File: config.mk
export PLATFORM = sky130hd
export DESIGN_NAME = decode_rf_stage_flat
export DESIGN_NICKNAME = d
export VERILOG_FILES = /design/src/rtl/decode_rf_stage_pkg.sv /design/src/rtl/decode_rf_stage_if.sv /design/src/rtl/reg_file_8x8.sv /design/src/rtl/decode_rf_stage.sv /design/src/flat_wrapper.sv
export SDC_FILE = /design/constraint.sdc
export NUM_CORES = 1
export LEC_CHECK = 0
export BUFFER_PORTS_ARGS = -buffer_cell sky130_fd_sc_hd__buf_2
export CORE_MARGIN = 1.5
export CORE_UTILIZATION = 57
export DETAILED_ROUTE_END_ITERATION = 7
export HOLD_SLACK_MARGIN = 0.03
export PLACE_DENSITY = 0.81
export SLEW_MARGIN = 15
export SYNTH_ARGS = -nofsm -noshare
export SYNTH_HDL_FRONTEND = slang
export SYNTH_SLANG_ARGS = --single-unit
File: constraint.sdc
create_clock -name clk -period 2.2 [get_ports clk]
set_input_delay 0.22 -clock clk [delete_from_list [all_inputs] [get_ports clk]]
set_output_delay 0.22 -clock clk [all_outputs]
set_load 0.02 [all_outputs]
File: src/rtl/decode_rf_stage_pkg.sv
// Shared opcode, ALU-op and instruction-field definitions for the decode/register-fetch stage.
// Also holds the opcode decoder used by the stage.
package decode_rf_stage_pkg;

    localparam int unsigned INSTR_W  = 32;
    localparam int unsigned OPC_LSB  = 24;
    localparam int unsigned DEST_LSB = 16;
    localparam int unsigned SRC1_LSB = 8;
    localparam int unsigned SRC2_LSB = 0;

    localparam logic [7:0] OP_LOADI = 8'h00;
    localparam logic [7:0] OP_MOV   = 8'h01;
    localparam logic [7:0] OP_ADD   = 8'h02;
    localparam logic [7:0] OP_SUB   = 8'h03;
    localparam logic [7:0] OP_AND   = 8'h04;
    localparam logic [7:0] OP_OR    = 8'h05;

    localparam logic [7:0] ALU_FWD = 8'd0;
    localparam logic [7:0] ALU_ADD = 8'd1;
    localparam logic [7:0] ALU_AND = 8'd2;
    localparam logic [7:0] ALU_OR  = 8'd3;

    typedef enum logic [1:0] {
        BSelImm,
        BSelRs1,
        BSelRs2,
        BSelNegRs2
    } b_sel_e;

    typedef struct packed {
        logic       legal;
        logic       reads_src;
        logic       uses_src2;
        logic       a_imm;
        b_sel_e     b_sel;
        logic [7:0] alu_op;
    } dec_t;

    function automatic dec_t decode_op(input logic [7:0] opcode);
        dec_t d;
        d = '{legal: 1'b1, reads_src: 1'b1, uses_src2: 1'b1, a_imm: 1'b0,
              b_sel: BSelRs2, alu_op: ALU_FWD};
        case (opcode)
            OP_LOADI: begin
                d.reads_src = 1'b0;
                d.uses_src2 = 1'b0;
                d.a_imm     = 1'b1;
                d.b_sel     = BSelImm;
            end
            OP_MOV: begin
                d.uses_src2 = 1'b0;
                d.b_sel     = BSelRs1;
            end
            OP_ADD: d.alu_op = ALU_ADD;
            // sub is an add of the two's complement of src2
            OP_SUB: begin
                d.alu_op = ALU_ADD;
                d.b_sel  = BSelNegRs2;
            end
            OP_AND: d.alu_op = ALU_AND;
            OP_OR:  d.alu_op = ALU_OR;
            default: begin
                d.legal     = 1'b0;
                d.reads_src = 1'b0;
                d.uses_src2 = 1'b0;
            end
        endcase
        return d;
    endfunction

endpackage

File: src/rtl/decode_rf_stage_if.sv
// Instruction handshake, ALU, writeback and debug signals of the decode/register-fetch stage.
// slave is the stage itself; master is the surrounding fetch/ALU environment.
interface decode_rf_stage_if #(
    parameter int unsigned DATA_W = 8,
    parameter int unsigned ADDR_W = 3
);
    logic [31:0]       instr;
    logic              instr_valid;
    logic              instr_ready;
    logic [7:0]        alu_op;
    logic [DATA_W-1:0] alu_a;
    logic [DATA_W-1:0] alu_b;
    logic [DATA_W-1:0] alu_res;
    logic              wb_valid;
    logic [ADDR_W-1:0] wb_addr;
    logic [DATA_W-1:0] wb_data;
    logic              illegal;
    logic [ADDR_W-1:0] dbg_addr;
    logic [DATA_W-1:0] dbg_data;

    modport master (
        output instr, instr_valid, alu_res, dbg_addr,
        input  instr_ready, alu_op, alu_a, alu_b, wb_valid, wb_addr, wb_data, illegal, dbg_data
    );

    modport slave (
        input  instr, instr_valid, alu_res, dbg_addr,
        output instr_ready, alu_op, alu_a, alu_b, wb_valid, wb_addr, wb_data, illegal, dbg_data
    );
endinterface

File: src/rtl/reg_file_8x8.sv
// General register file: two combinational read ports, a debug read port and one write port.
// Contents are cleared asynchronously on reset.
module reg_file_8x8 #(
    parameter int unsigned DATA_W  = 8,
    parameter int unsigned REG_CNT = 8,
    parameter int unsigned ADDR_W  = 3
) (
    input  logic              clk,
    input  logic              reset_n,
    input  logic [ADDR_W-1:0] raddr_a,
    output logic [DATA_W-1:0] rdata_a,
    input  logic [ADDR_W-1:0] raddr_b,
    output logic [DATA_W-1:0] rdata_b,
    input  logic [ADDR_W-1:0] dbg_addr,
    output logic [DATA_W-1:0] dbg_data,
    input  logic              we,
    input  logic [ADDR_W-1:0] waddr,
    input  logic [DATA_W-1:0] wdata
);
    logic [DATA_W-1:0] mem_q [REG_CNT];

    always_ff @(posedge clk or negedge reset_n) begin
        if (!reset_n) begin
            for (int unsigned i = 0; i < REG_CNT; i++) begin
                mem_q[i] <= '0;
            end
        end else if (we) begin
            mem_q[waddr] <= wdata;
        end
    end

    assign rdata_a  = mem_q[raddr_a];
    assign rdata_b  = mem_q[raddr_b];
    assign dbg_data = mem_q[dbg_addr];
endmodule

File: src/rtl/decode_rf_stage.sv
// Decode/operand-fetch stage feeding the 8-bit ALU; writes the ALU result back one cycle later.
// Stalls for one cycle when the incoming instruction reads the register the EX slot will write.
module decode_rf_stage
    import decode_rf_stage_pkg::*;
#(
    parameter int unsigned DATA_W  = 8,
    parameter int unsigned REG_CNT = 8,
    parameter int unsigned ADDR_W  = 3
) (
    input  logic           clk,
    input  logic           reset_n,
    decode_rf_stage_if.slave bus
);
    logic [7:0]        opcode;
    logic [ADDR_W-1:0] dest;
    logic [ADDR_W-1:0] src1;
    logic [ADDR_W-1:0] src2;
    logic [DATA_W-1:0] imm;
    logic [DATA_W-1:0] rs1_data;
    logic [DATA_W-1:0] rs2_data;
    logic [DATA_W-1:0] a_d;
    logic [DATA_W-1:0] b_d;
    dec_t              dec;
    logic              hazard;
    logic              ready;
    logic              accept;

    logic              ex_valid_q;
    logic [ADDR_W-1:0] ex_dest_q;
    logic [7:0]        alu_op_q;
    logic [DATA_W-1:0] alu_a_q;
    logic [DATA_W-1:0] alu_b_q;
    logic              illegal_q;

    assign opcode = bus.instr[OPC_LSB +: 8];
    assign dest   = bus.instr[DEST_LSB +: ADDR_W];
    assign src1   = bus.instr[SRC1_LSB +: ADDR_W];
    assign src2   = bus.instr[SRC2_LSB +: ADDR_W];
    assign imm    = bus.instr[SRC2_LSB +: DATA_W];
    assign dec    = decode_op(opcode);

    logic unused_instr;
    assign unused_instr = ^{bus.instr[DEST_LSB+7:DEST_LSB+ADDR_W],
                            bus.instr[SRC1_LSB+7:SRC1_LSB+ADDR_W]};

    // EX retires unconditionally, so a hazard never lasts more than one cycle
    assign hazard = ex_valid_q & dec.reads_src &
                    ((src1 == ex_dest_q) | (dec.uses_src2 & (src2 == ex_dest_q)));
    assign ready  = reset_n & ~hazard;
    assign accept = bus.instr_valid & ready;

    reg_file_8x8 #(
        .DATA_W  (DATA_W),
        .REG_CNT (REG_CNT),
        .ADDR_W  (ADDR_W)
    ) u_reg_file (
        .clk      (clk),
        .reset_n  (reset_n),
        .raddr_a  (src1),
        .rdata_a  (rs1_data),
        .raddr_b  (src2),
        .rdata_b  (rs2_data),
        .dbg_addr (bus.dbg_addr),
        .dbg_data (bus.dbg_data),
        .we       (ex_valid_q),
        .waddr    (ex_dest_q),
        .wdata    (bus.alu_res)
    );

    always_comb begin
        a_d = dec.a_imm ? imm : rs1_data;
        b_d = rs2_data;
        unique case (dec.b_sel)
            BSelImm:    b_d = imm;
            BSelRs1:    b_d = rs1_data;
            BSelRs2:    b_d = rs2_data;
            BSelNegRs2: b_d = (~rs2_data) + DATA_W'(1);
            default:    b_d = rs2_data;
        endcase
    end

    always_ff @(posedge clk or negedge reset_n) begin
        if (!reset_n) begin
            ex_valid_q <= 1'b0;
            ex_dest_q  <= '0;
            alu_op_q   <= '0;
            alu_a_q    <= '0;
            alu_b_q    <= '0;
            illegal_q  <= 1'b0;
        end else begin
            ex_valid_q <= accept & dec.legal;
            illegal_q  <= accept & ~dec.legal;
            // operands hold their last values when nothing legal is accepted
            if (accept && dec.legal) begin
                ex_dest_q <= dest;
                alu_op_q  <= dec.alu_op;
                alu_a_q   <= a_d;
                alu_b_q   <= b_d;
            end
        end
    end

    assign bus.instr_ready = ready;
    assign bus.alu_op      = alu_op_q;
    assign bus.alu_a       = alu_a_q;
    assign bus.alu_b       = alu_b_q;
    assign bus.wb_valid    = ex_valid_q;
    assign bus.wb_addr     = ex_dest_q;
    assign bus.wb_data     = bus.alu_res;
    assign bus.illegal     = illegal_q;
endmodule

File: src/flat_wrapper.sv
// flat-port wrapper written by rule: the top's interface ports become plain ports
module decode_rf_stage_flat import decode_rf_stage_pkg::*;
#(
    parameter int unsigned DATA_W  = 8,
    parameter int unsigned REG_CNT = 8,
    parameter int unsigned ADDR_W  = 3
)
  (clk, reset_n, bus_instr, bus_instr_valid, bus_alu_res, bus_dbg_addr, bus_instr_ready, bus_alu_op, bus_alu_a, bus_alu_b, bus_wb_valid, bus_wb_addr, bus_wb_data, bus_illegal, bus_dbg_data);
  decode_rf_stage_if #(.DATA_W(DATA_W), .ADDR_W(ADDR_W)) bus_i ();
  input  logic clk;
  input  logic reset_n;
  input wire logic [$bits(bus_i.instr)-1:0] bus_instr;
  input wire logic [$bits(bus_i.instr_valid)-1:0] bus_instr_valid;
  input wire logic [$bits(bus_i.alu_res)-1:0] bus_alu_res;
  input wire logic [$bits(bus_i.dbg_addr)-1:0] bus_dbg_addr;
  output wire logic [$bits(bus_i.instr_ready)-1:0] bus_instr_ready;
  output wire logic [$bits(bus_i.alu_op)-1:0] bus_alu_op;
  output wire logic [$bits(bus_i.alu_a)-1:0] bus_alu_a;
  output wire logic [$bits(bus_i.alu_b)-1:0] bus_alu_b;
  output wire logic [$bits(bus_i.wb_valid)-1:0] bus_wb_valid;
  output wire logic [$bits(bus_i.wb_addr)-1:0] bus_wb_addr;
  output wire logic [$bits(bus_i.wb_data)-1:0] bus_wb_data;
  output wire logic [$bits(bus_i.illegal)-1:0] bus_illegal;
  output wire logic [$bits(bus_i.dbg_data)-1:0] bus_dbg_data;
  assign bus_i.instr = bus_instr;
  assign bus_i.instr_valid = bus_instr_valid;
  assign bus_i.alu_res = bus_alu_res;
  assign bus_i.dbg_addr = bus_dbg_addr;
  assign bus_instr_ready = bus_i.instr_ready;
  assign bus_alu_op = bus_i.alu_op;
  assign bus_alu_a = bus_i.alu_a;
  assign bus_alu_b = bus_i.alu_b;
  assign bus_wb_valid = bus_i.wb_valid;
  assign bus_wb_addr = bus_i.wb_addr;
  assign bus_wb_data = bus_i.wb_data;
  assign bus_illegal = bus_i.illegal;
  assign bus_dbg_data = bus_i.dbg_data;
  decode_rf_stage #(.DATA_W(DATA_W), .REG_CNT(REG_CNT), .ADDR_W(ADDR_W)) u_core (.clk(clk), .reset_n(reset_n), .bus(bus_i));
endmodule
==> flow_metrics.tcl, run 1 <==
set metrics [dict create \
    status "complete, no violations" \
    drive_gt1_share_pct 48.6 \
    antenna_found_initial 0 \
    overflow 0 \
    cap_violations 0 \
    finalSetupViolCount 0 \
    placed_cells 633 \
    drt_iter0_drc 271 \
    synth_xor_area_share_pct 1.77 \
    clock-sinks 87 \
    syn_inst 437 \
    die_x_um 101 \
    clock_power_share_pct 33.1 \
    grt_pass1_vias 4011 \
    clk_pin_slew_ns 0.09 \
    synth_top_family_by_area "multiplexers" \
    io_buffers 75 \
    rr_startpoint "u_core.u_reg_file.mem_q[24]" \
    clock-root-buffer "clkbuf_8" \
    first_pass_iters 4 \
    routedWlPerCell_um 20.4 \
    synth-seq-cells 87 \
    layout_commonest_cell "dfrtp_1" \
    r2r-end "u_core.bus.alu_b[4]" \
    rows 35 \
    cp_data_arrival_time_ns 2.31 \
    grt_max_degree 60 \
    p_int_mw 2.73 \
    totalWireLength_um 13300 \
    cts_tree "built" \
    fin_skew_ns 0.00579 \
    critPathKind "reg -> reg" \
    synthSimpleGateAreaFrac_pct 7.85 \
    switching_share_pct 29.6 \
    async_flop_share_pct 100 \
    hold_viol 0 \
    holdWs_ns 0.0364 \
    nets 563 \
    min_period_over_period_pct 94.1 \
    syn_area_um2 5440 \
    drc 0 \
    ys.flop_type "dfrtp_1" \
    fillers 699 \
    die_height_um 101 \
    required_ns 2.44 \
    coreArea_um2 9240 \
    cp-endpoint "u_core.bus.alu_b[4]" \
    initial_core_util_pct 58.8 \
    regArea_um2 2180 \
    n_antenna_cell 0 \
    num_io_pins 92 \
    syn_avg_cell_area_um2 12.4 \
    place_congestion 0.891 \
    path_max_fanout 4 \
    hold_class "in -> reg" \
    seqPwrFrac_pct 45.8 \
    cp-end-kind "flop" \
    clkLatencyLatePin_ns 0.37 \
    vias 4014 \
    postCtsSetupRepairBufs 0 \
    synth_adder_area_share_pct 0.230 \
    layout_min_cycle_time_ns 2.07 \
    rsz0062_at_grt "false" \
    p_leak_nw 2.86 \
    synth_cell_type_count 44 \
    post_drt_via_cell_ratio 6.18 \
    synth_area_leaders "dfrtp_1, mux4_2, mux2_2, mux2i_1, a21oi_1" \
    h-tree-depth 3 \
    peakVddDrop_uv 349 \
    final_antenna_net_count 0 \
    syn2layout_area_growth_pct 15.4 \
    layout_common_cells "dfrtp_1, mux2_2, buf_2" \
    switching_power_mw 1.15 \
    p_comb_share_pct 21.1 \
    multi_input_area_um2 3030 \
    grt_pass1_wl_um 21400 \
    grt_usage_pct 28.6 \
    cp-startpoint "u_core.u_reg_file.mem_q[24]" \
    dp_hpwl_um 9450 \
    synth_edf_count 0 \
    dieArea_um2 10100 \
    netlist.area_leader.share_pct 40.1 \
    slew-limit-headroom_pct 49.9 \
    r2r_cells 8 \
    report.final.slew_viol_count 0 \
    pwr_density_cell_nw_per_um2 619 \
    worstMarginPinSlew_ns 0.751 \
    cts_buffers 9 \
    cts_buffer_depth 2 \
    yosysWarnings 0 \
    stdcell_count 650 \
    cp-start-kind "flop" \
    rrSetupSlack_ns 0.13 \
    synth.mux.area_fraction_pct 38.5 \
    yosysSeqAreaShare_pct 40.1 \
    synth_area_leader_cell "dfrtp_1" \
    fmax_ghz 0.483 \
    synth_compound_area_share_pct 6.79 \
]
[how the worst min path moves through the flow]
stage | startpoint | end | slack [ns] | depth (start not counted)
global route | bus_instr[18] | u_core.bus.wb_addr[2] | 0.05 | 3
CTS | bus_instr[18] | u_core.bus.wb_addr[2] | 0.03 | 3
floorplan | reset_n | u_core.bus.alu_a[0] | -0.08 | 0
detailed placement | reset_n | u_core.bus.illegal | 0.26 | 2
finish | bus_instr[18] | u_core.bus.wb_addr[2] | 0.04 | 3
global placement | reset_n | u_core.bus.wb_valid | 0.26 | 2
[cells by family (layout without fill, tap and decap cells)]
logic type      count (synthesis)  after routing
mux                           141            141
flops                          87             87
simple gates                   86             86
compound gates                 63             63
buf+inv                        47            126
xor+xnor                       11             11
fa+ha+maj                       1              1
other cells                     1              6
[repair_timing]
item                                    4_1_cts  5_1_grt
hold endpoints to repair                     28        0
hold buffers                                  1        0
endpoints found under the setup margin        0        2
resized for setup                             0        1
[sequential cells by signal (all words and copies together) (netlist names)]
name	count
u_core.u_reg_file.mem_q	64
u_core.bus.wb_valid	1
u_core.bus.illegal	1
u_core.bus.alu_op	2
u_core.bus.wb_addr	3
u_core.bus.alu_b	8
u_core.bus.alu_a	8
[layout make-up]
cell class	count	area share, %
Clock inverter	7	1.66
Timing Repair Buffer	108	10.6
Tap cell	129	2.57
Sequential cell	87	34.7
Clock buffer	9	1.98
Inverter	2	0.120
Multi-Input combinational cell	308	48.3
[synth_stat cells, types with 2 or more instances]
| cell | count |
|---|---|
| a211oi_1 | 7 |
| a21o_1 | 2 |
| a21oi_1 | 26 |
| and2_1 | 2 |
| and3_1 | 3 |
| buf_1 | 4 |
| buf_2 | 10 |
| buf_4 | 16 |
| clkbuf_1 | 12 |
| clkbuf_2 | 2 |
| dfrtp_1 | 87 |
| inv_1 | 2 |
| mux2_2 | 77 |
| mux2i_1 | 16 |
| mux2i_2 | 2 |
| mux4_2 | 46 |
| nand2_1 | 30 |
| nand3_1 | 5 |
| nand4_1 | 3 |
| nand4b_1 | 3 |
| nor2_1 | 22 |
| nor2b_1 | 6 |
| nor3_1 | 4 |
| nor3b_2 | 2 |
| o21ai_0 | 14 |
| o22ai_1 | 6 |
| o32a_1 | 2 |
| xnor2_1 | 6 |
| xor2_1 | 5 |
[power groups by stage]
stage	sequential [mW]	combinational [mW]	clock, mW
6_report	1.78	0.818	1.29
5_1_grt	1.79	0.887	1.39
4_1_cts	1.78	0.817	1.31
3_5_place_dp	1.81	0.811	0
3_3_place_gp	1.80	0.792	0
2_1_floorplan	1.84	0.519	0
[worst max-delay path, cell delays in order (launching register included)]
cell     delay (ns)
dfrtp_1        0.43
mux4_2         0.51
mux2i_4        0.20
ha_1           0.21
and2_1         0.17
nand2_1        0.07
xnor2_1        0.12
a21oi_1        0.15
a21oi_1        0.08
[layer usage]
layer  share of wire [%]  track usage, %  wire length (um)  vias to the layer above
met3                 6.1            5.83               804                       29
met2                  50            46.9              6700                      169
met1                  41            37.0              5420                     2014
met4                 2.7            12.6               359                        0
met5                   0               0                 0                        -
li1                    -               -                 -                     1802
[through the flow]
step / util [%] / power (mW) / setup slack [ns] / TNS [ns] / area [um2]
6_report: 67.9 / 3.88 / 0.131 / 0 / 6270
5_1_grt: 67.9 / 4.07 / 0.0217 / 0 / 6270
4_1_cts: 67.8 / 3.91 / 0.0917 / 0 / 6260
3_5_place_dp: 65.2 / 2.62 / -0.0133 / -0.0202 / 6020
3_3_place_gp: 65.2 / 2.59 / 0.0384 / 0 / 6020
2_1_floorplan: - / 2.36 / 0.151 / 0 / 5460
Note: power is estimated with default switching activity, not from simulation.
==> run 2: changes to the inputs <==
--- a/config.mk
+++ b/config.mk
@@ -7,10 +7,11 @@
 export LEC_CHECK = 0
 export BUFFER_PORTS_ARGS = -buffer_cell sky130_fd_sc_hd__buf_2
 export CORE_MARGIN = 1.5
-export CORE_UTILIZATION = 57
+export CORE_UTILIZATION = 59
+export CTS_BUF_LIST = sky130_fd_sc_hd__clkbuf_4 sky130_fd_sc_hd__clkbuf_8
 export DETAILED_ROUTE_END_ITERATION = 7
 export HOLD_SLACK_MARGIN = 0.03
-export PLACE_DENSITY = 0.81
+export PLACE_DENSITY = 0.83
 export SLEW_MARGIN = 15
 export SYNTH_ARGS = -nofsm -noshare
 export SYNTH_HDL_FRONTEND = slang
==> run 2 against run 1 <==
Compared with the run above:
- via count increased by 1.1%
- largest power group unchanged
- critical endpoint unchanged
- setup slack got worse by 0.0076 ns
- core utilization increased by 2.7 points
- first-iteration DRC count increased by 27%
- clock power decreased by 19%
- die area decreased by 3.3%
- power decreased by 6.3%
- the flow now finishes with violations (design-rule violations)
- wire length decreased by 0.26%
- maximum frequency decreased by 0.37%
- cell area decreased by 0.88%
==> flow_metrics.tcl, run 2 (synthesis results as in run 1) <==
set metrics [dict create \
    nets 564 \
    fin_util_pct 70.6 \
    report.final.slew_viol_count 0 \
    placed_cells 613 \
    cp-start-kind "flop" \
    num_io_pins 92 \
    layout_commonest_cell "dfrtp_1" \
    grt_pass1_vias 4008 \
    routedWlPerCell_um 21.0 \
    grt_max_degree 57 \
    layout_common_cells "dfrtp_1, mux2_2, buf_2" \
    pwr_density_cell_nw_per_um2 586 \
    cap_violations 0 \
    dp_hpwl_um 9480 \
    layout_min_cycle_time_ns 2.08 \
    p_leak_nw 2.84 \
    first_pass_iters 7 \
    rsz0062_at_grt "false" \
    fillers 621 \
    violations "design-rule violations" \
    clkLatencyLatePin_ns 0.36 \
    clock-sinks 87 \
    largest_reg_flops 64 \
    crit_path_max_incr_delay_ns 0.51 \
    n_antenna_cell 0 \
    holdWs_ns 0.0629 \
    die_height_um 99.0 \
    required_ns 2.42 \
    hold_class "in -> reg" \
    slew-limit-headroom_pct 52.0 \
    cp-end-kind "flop" \
    cp_data_arrival_time_ns 2.30 \
    regArea_um2 2180 \
    fin_area_um2 6210 \
    clock-root-buffer "clkbuf_8" \
    dieArea_um2 9800 \
    crit_chain "mux4_2 -> mux2i_4 -> ha_2 -> and2_1 -> nand2_1 -> xnor2_1 -> a21oi_1 -> a21oi_1" \
    finalSetupViolCount 0 \
    multi_input_area_um2 3030 \
    antenna_found_initial 0 \
    place_area_um2 6020 \
    totalWireLength_um 13200 \
    hold_viol 0 \
    status "finished with violations" \
    grt_usage_pct 28.9 \
    crit_top_cell "a21oi_1" \
    cts_buffer_depth 2 \
    power_mw 3.64 \
    fin_skew_ns 0.00839 \
    h-tree-depth 3 \
    drive_gt1_share_pct 48.9 \
    worstMarginPinSlew_ns 0.719 \
    place_congestion 0.931 \
    final_antenna_net_count 0 \
    grt_pass1_wl_um 21300 \
    peakVddDrop_uv 419 \
    clk_pin_slew_ns 0.09 \
    regMostFlops "u_core.u_reg_file.mem_q" \
    critPathKind "reg -> reg" \
    drc 10 \
    coreArea_um2 8810 \
    cts_tree "built" \
    syn2layout_area_growth_pct 14.3 \
    crit_family "multiplexers" \
    cp_slowest_cell "mux4_2" \
    path_max_fanout 4 \
    io_buffers 75 \
    drt_iter0_drc 345 \
    overflow 0 \
    post_drt_via_cell_ratio 6.44 \
    initial_core_util_pct 61.7 \
    cts_buffers 9 \
    cp_num_buf_inv 0 \
    rows 34 \
    die_x_um 99.0 \
    fmax_ghz 0.482 \
    stdcell_count 630 \
    min_period_over_period_pct 94.4 \
    vias 4058 \
]
[run 2: changes by cell type in the layout (fill, tap and decap cells not counted)]
cell and change:
buf_12 +1, clkbuf_4 +1, bufinv_16 -2, inv_6 -1, ha_1 -1, clkinv_2 +1
inv_8 -1, ha_2 +1, clkinv_4 +1, clkinvlp_4 +1
[run 2: worst paths after layout]
check | from | slack [ns] | cells after the start | to
worst min register to register | u_core.bus.alu_a[6] | 0.48 | 2 | u_core.bus.alu_a[6]
worst max-delay path | u_core.u_reg_file.mem_q[40] | 0.12 | 8 | u_core.bus.alu_b[4]
max in group asynchronous | reset_n | 0.71 | 4 | u_core.u_reg_file.mem_q[52]
min in group asynchronous | reset_n | 0.43 | 3 | u_core.bus.alu_b[1]
worst max register to register | u_core.u_reg_file.mem_q[40] | 0.12 | 8 | u_core.bus.alu_b[4]
worst min-delay path | bus_instr[17] | 0.06 | 3 | u_core.bus.wb_addr[1]
[run 2: area by class of cell]
| class | instances | share of cell area, % |
|---|---|---|
| well taps | 108 | 2.17 |
| repair buffers | 109 | 11.0 |
| clock inverters | 6 | 0.725 |
| clock buffers | 10 | 2.11 |
| flip-flops and latches | 87 | 35.0 |
| multi-input cells | 308 | 48.8 |
| inverters | 2 | 0.121 |
[run 2: power by group]
group	switching (mW)	total (mW)	leakage, nW	internal, mW
registers	0.0854	1.78	1.12	1.69
logic	0.434	0.821	1.64	0.387
clock network	0.612	1.04	0.0823	0.427
total	1.13	3.64	2.84	2.51
[run 2: worst min-delay path, delay by kind of cell]
kind	cells	cell delay, ns
AND/OR/NAND/NOR	2	0.09
buffers and inverters	1	0.07
[run 2: metrics by stage]
stage	worst slack (ns)	setup TNS, ns
detailed placement	-0.0967	-0.227
global route	0.00267	0
finish	0.123	0
CTS	0.0754	0
floorplan	0.151	0
global placement	-0.0118	-0.0118
[run 2: timing repair]
action | 4_1_cts | 5_1_grt
setup buffers | 0 | 0
endpoints found under the setup margin | 0 | 2
hold buffers | 1 | 0
resized for setup | 0 | 2
hold endpoints to repair | 31 | 0
[run 2: layer usage]
metal | global-route usage (%) | vias up | share of wire, %
li1 | - | 1796 | -
met1 | 39.5 | 2046 | 42
met2 | 45.7 | 187 | 49
met5 | 0 | - | 0
met4 | 10.4 | 0 | 2.6
met3 | 6.74 | 29 | 6.7
==> run 3: changes to the inputs <==
--- a/config.mk
+++ b/config.mk
@@ -7,12 +7,13 @@
 export LEC_CHECK = 0
 export BUFFER_PORTS_ARGS = -buffer_cell sky130_fd_sc_hd__buf_2
 export CORE_MARGIN = 1.5
-export CORE_UTILIZATION = 59
+export CORE_UTILIZATION = 45
 export CTS_BUF_LIST = sky130_fd_sc_hd__clkbuf_4 sky130_fd_sc_hd__clkbuf_8
 export DETAILED_ROUTE_END_ITERATION = 7
 export HOLD_SLACK_MARGIN = 0.03
-export PLACE_DENSITY = 0.83
+export PLACE_DENSITY = 0.66
 export SLEW_MARGIN = 15
 export SYNTH_ARGS = -nofsm -noshare
 export SYNTH_HDL_FRONTEND = slang
 export SYNTH_SLANG_ARGS = --single-unit
+export TNS_END_PERCENT = 100
==> run 3 against run 2 <==
Compared with the run above:
- the run now ends clean
- clock power barely moved
- core utilization shrank 16 points
- worst hold slack better by 0.065 ns
- first-iteration DRC count is 19% lower
- cell count increased by 6.8%
- count of clock-buffer cells in the layout unchanged
- flip-flop and latch count is the same
- power about the same
- wire length is 4.3% higher
- setup slack improved by 0.0033 ns
- critical path depth unchanged
- register-to-register slack about the same
- critical path type unchanged
- critical endpoint is now u_core.bus.alu_b[6]
- highest routed layer unchanged
==> flow_metrics.tcl, run 3 (synthesis results as in run 1) <==
set metrics [dict create \
    status "complete, no violations" \
    dieArea_um2 12700 \
    peakVddDrop_uv 322 \
    syn2layout_area_growth_pct 16.6 \
    crit_path_max_incr_delay_ns 0.52 \
    cp-end-kind "flop" \
    largest_reg_flops 64 \
    n_antenna_cell 0 \
    cap_violations 0 \
    clock-sinks 87 \
    regMostFlops "u_core.u_reg_file.mem_q" \
    grt_usage_pct 22.9 \
    clkLatencyLatePin_ns 0.38 \
    worstMarginPinSlew_ns 0.648 \
    clock-root-buffer "clkbuf_8" \
    path_max_fanout 4 \
    drt_iter0_drc 280 \
    hold_class "in -> reg" \
    seqPwrFrac_pct 48.8 \
    grt_max_degree 51 \
    die_x_um 113 \
    min_period_over_period_pct 94.3 \
    clock_power_share_pct 28.1 \
    p_int_mw 2.52 \
    p_leak_nw 2.89 \
    drive_gt1_share_pct 49.1 \
    p_comb_share_pct 23.1 \
    die_height_um 113 \
    drc 0 \
    fmax_ghz 0.482 \
    initial_core_util_pct 46.8 \
    totalWireLength_um 13800 \
    finalSetupViolCount 0 \
    cp-start-kind "flop" \
    fin_skew_ns 0.00716 \
    layout_commonest_cell "dfrtp_1" \
    final_antenna_net_count 0 \
    grt_pass1_wl_um 21900 \
    report.final.slew_viol_count 0 \
    crit_chain "mux4_2 -> mux2i_4 -> ha_2 -> and2_1 -> nand3_1 -> xnor2_1 -> a21oi_1 -> a21oi_1" \
    layout_min_cycle_time_ns 2.07 \
    dp_hpwl_um 9960 \
    switching_share_pct 30.8 \
    critPathKind "reg -> reg" \
    num_io_pins 92 \
    post_drt_via_cell_ratio 5.97 \
    cp_slowest_cell "mux4_2" \
    first_pass_iters 5 \
    cts_buffer_depth 2 \
    grt_pass1_vias 4059 \
    required_ns 2.44 \
    crit_top_cell "a21oi_1" \
    cts_tree "built" \
    hold_viol 0 \
    antenna_found_initial 0 \
    vias 4016 \
    clk_pin_slew_ns 0.08 \
    pwr_density_cell_nw_per_um2 574 \
    io_buffers 75 \
    cts_buffers 9 \
    cp_data_arrival_time_ns 2.31 \
    layout_common_cells "dfrtp_1, mux2_2, buf_2" \
    switching_power_mw 1.12 \
    setup_tns_ns 0 \
    overflow 0 \
    h-tree-depth 3 \
    coreArea_um2 11600 \
    placed_cells 650 \
    slew-limit-headroom_pct 56.8 \
    place_congestion 0.891 \
    stdcell_count 673 \
    rows 39 \
    routedWlPerCell_um 20.5 \
    nets 572 \
]
## run 3: changes by cell type in the layout (fill, tap and decap cells not counted), sizes merged
cell and delta:
buf +5, dlygate4sd3 +3
## run 3: final timing paths
path / depth (start not counted) / start / slack (ns) / to
setup / recovery: 8 / u_core.u_reg_file.mem_q[32] / 0.13 / u_core.bus.alu_b[6]
hold / removal: 2 / bus_instr_valid / 0.13 / u_core.bus.wb_valid
setup reg to reg: 8 / u_core.u_reg_file.mem_q[32] / 0.13 / u_core.bus.alu_b[6]
hold reg to reg: 1 / u_core.bus.alu_b[2] / 0.48 / u_core.bus.alu_b[2]
max in group asynchronous: 3 / reset_n / 1.22 / u_core.u_reg_file.mem_q[30]
min in group asynchronous: 2 / reset_n / 0.17 / u_core.bus.wb_addr[1]
## run 3: per-layer routing
layer	wire length (um)	vias to the layer above	global-route usage (%)
li1	-	1809	-
met1	5920	2015	30.3
met2	6680	165	37.0
met3	898	27	4.39
met4	314	0	10.5
met5	0	-	0
## run 3: metrics by stage
stage	hold slack [ns]	util (%)	worst slack (ns)	power (mW)	cell area, um2
finish	0.128	54.6	0.126	3.64	6340
global route	0.131	54.6	-0.0101	3.83	6340
CTS	0.106	54.3	0.0623	3.69	6300
detailed placement	0.0172	52.4	-0.00123	2.64	6090
global placement	0.0162	52.4	0.0207	2.61	6090
floorplan	-0.0756	-	0.151	2.36	5460
## run 3: power groups by stage
| stage | Sequential (mW) | Clock, mW | Combinational, mW |
|---|---|---|---|
| 6_report | 1.78 | 1.02 | 0.840 |
| 5_1_grt | 1.79 | 1.13 | 0.908 |
| 4_1_cts | 1.78 | 1.07 | 0.838 |
| 3_5_place_dp | 1.81 | 0 | 0.829 |
| 3_3_place_gp | 1.80 | 0 | 0.815 |
| 2_1_floorplan | 1.84 | 0 | 0.519 |
## run 3: critical path: cells and delay by family, from the launching register on
family | cells | cell delay, ns
mux | 2 | 0.74
compound gates | 2 | 0.23
simple gates | 2 | 0.22
flops | 1 | 0.41
fa+ha+maj | 1 | 0.21
xor+xnor | 1 | 0.13
## run 3: cell type report
| cell class | instances | area, um2 |
|---|---|---|
| fill | 1024 | 5280 |
| tap | 143 | 179 |
| inverter | 2 | 7.51 |
| clock inverter | 6 | 45.0 |
| clock buffer | 10 | 131 |
| multi-input combinational | 308 | 3030 |
| timing repair buffer | 117 | 766 |
| sequential | 87 | 2180 |
## run 3: timing repair
| action | CTS | global route |
|---|---|---|
| endpoints found under the hold margin | 90 | 0 |
| setup buffers | 0 | 3 |
| setup endpoints to repair | 0 | 2 |
| gates resized for setup | 0 | 2 |
| hold buffers | 4 | 0 |
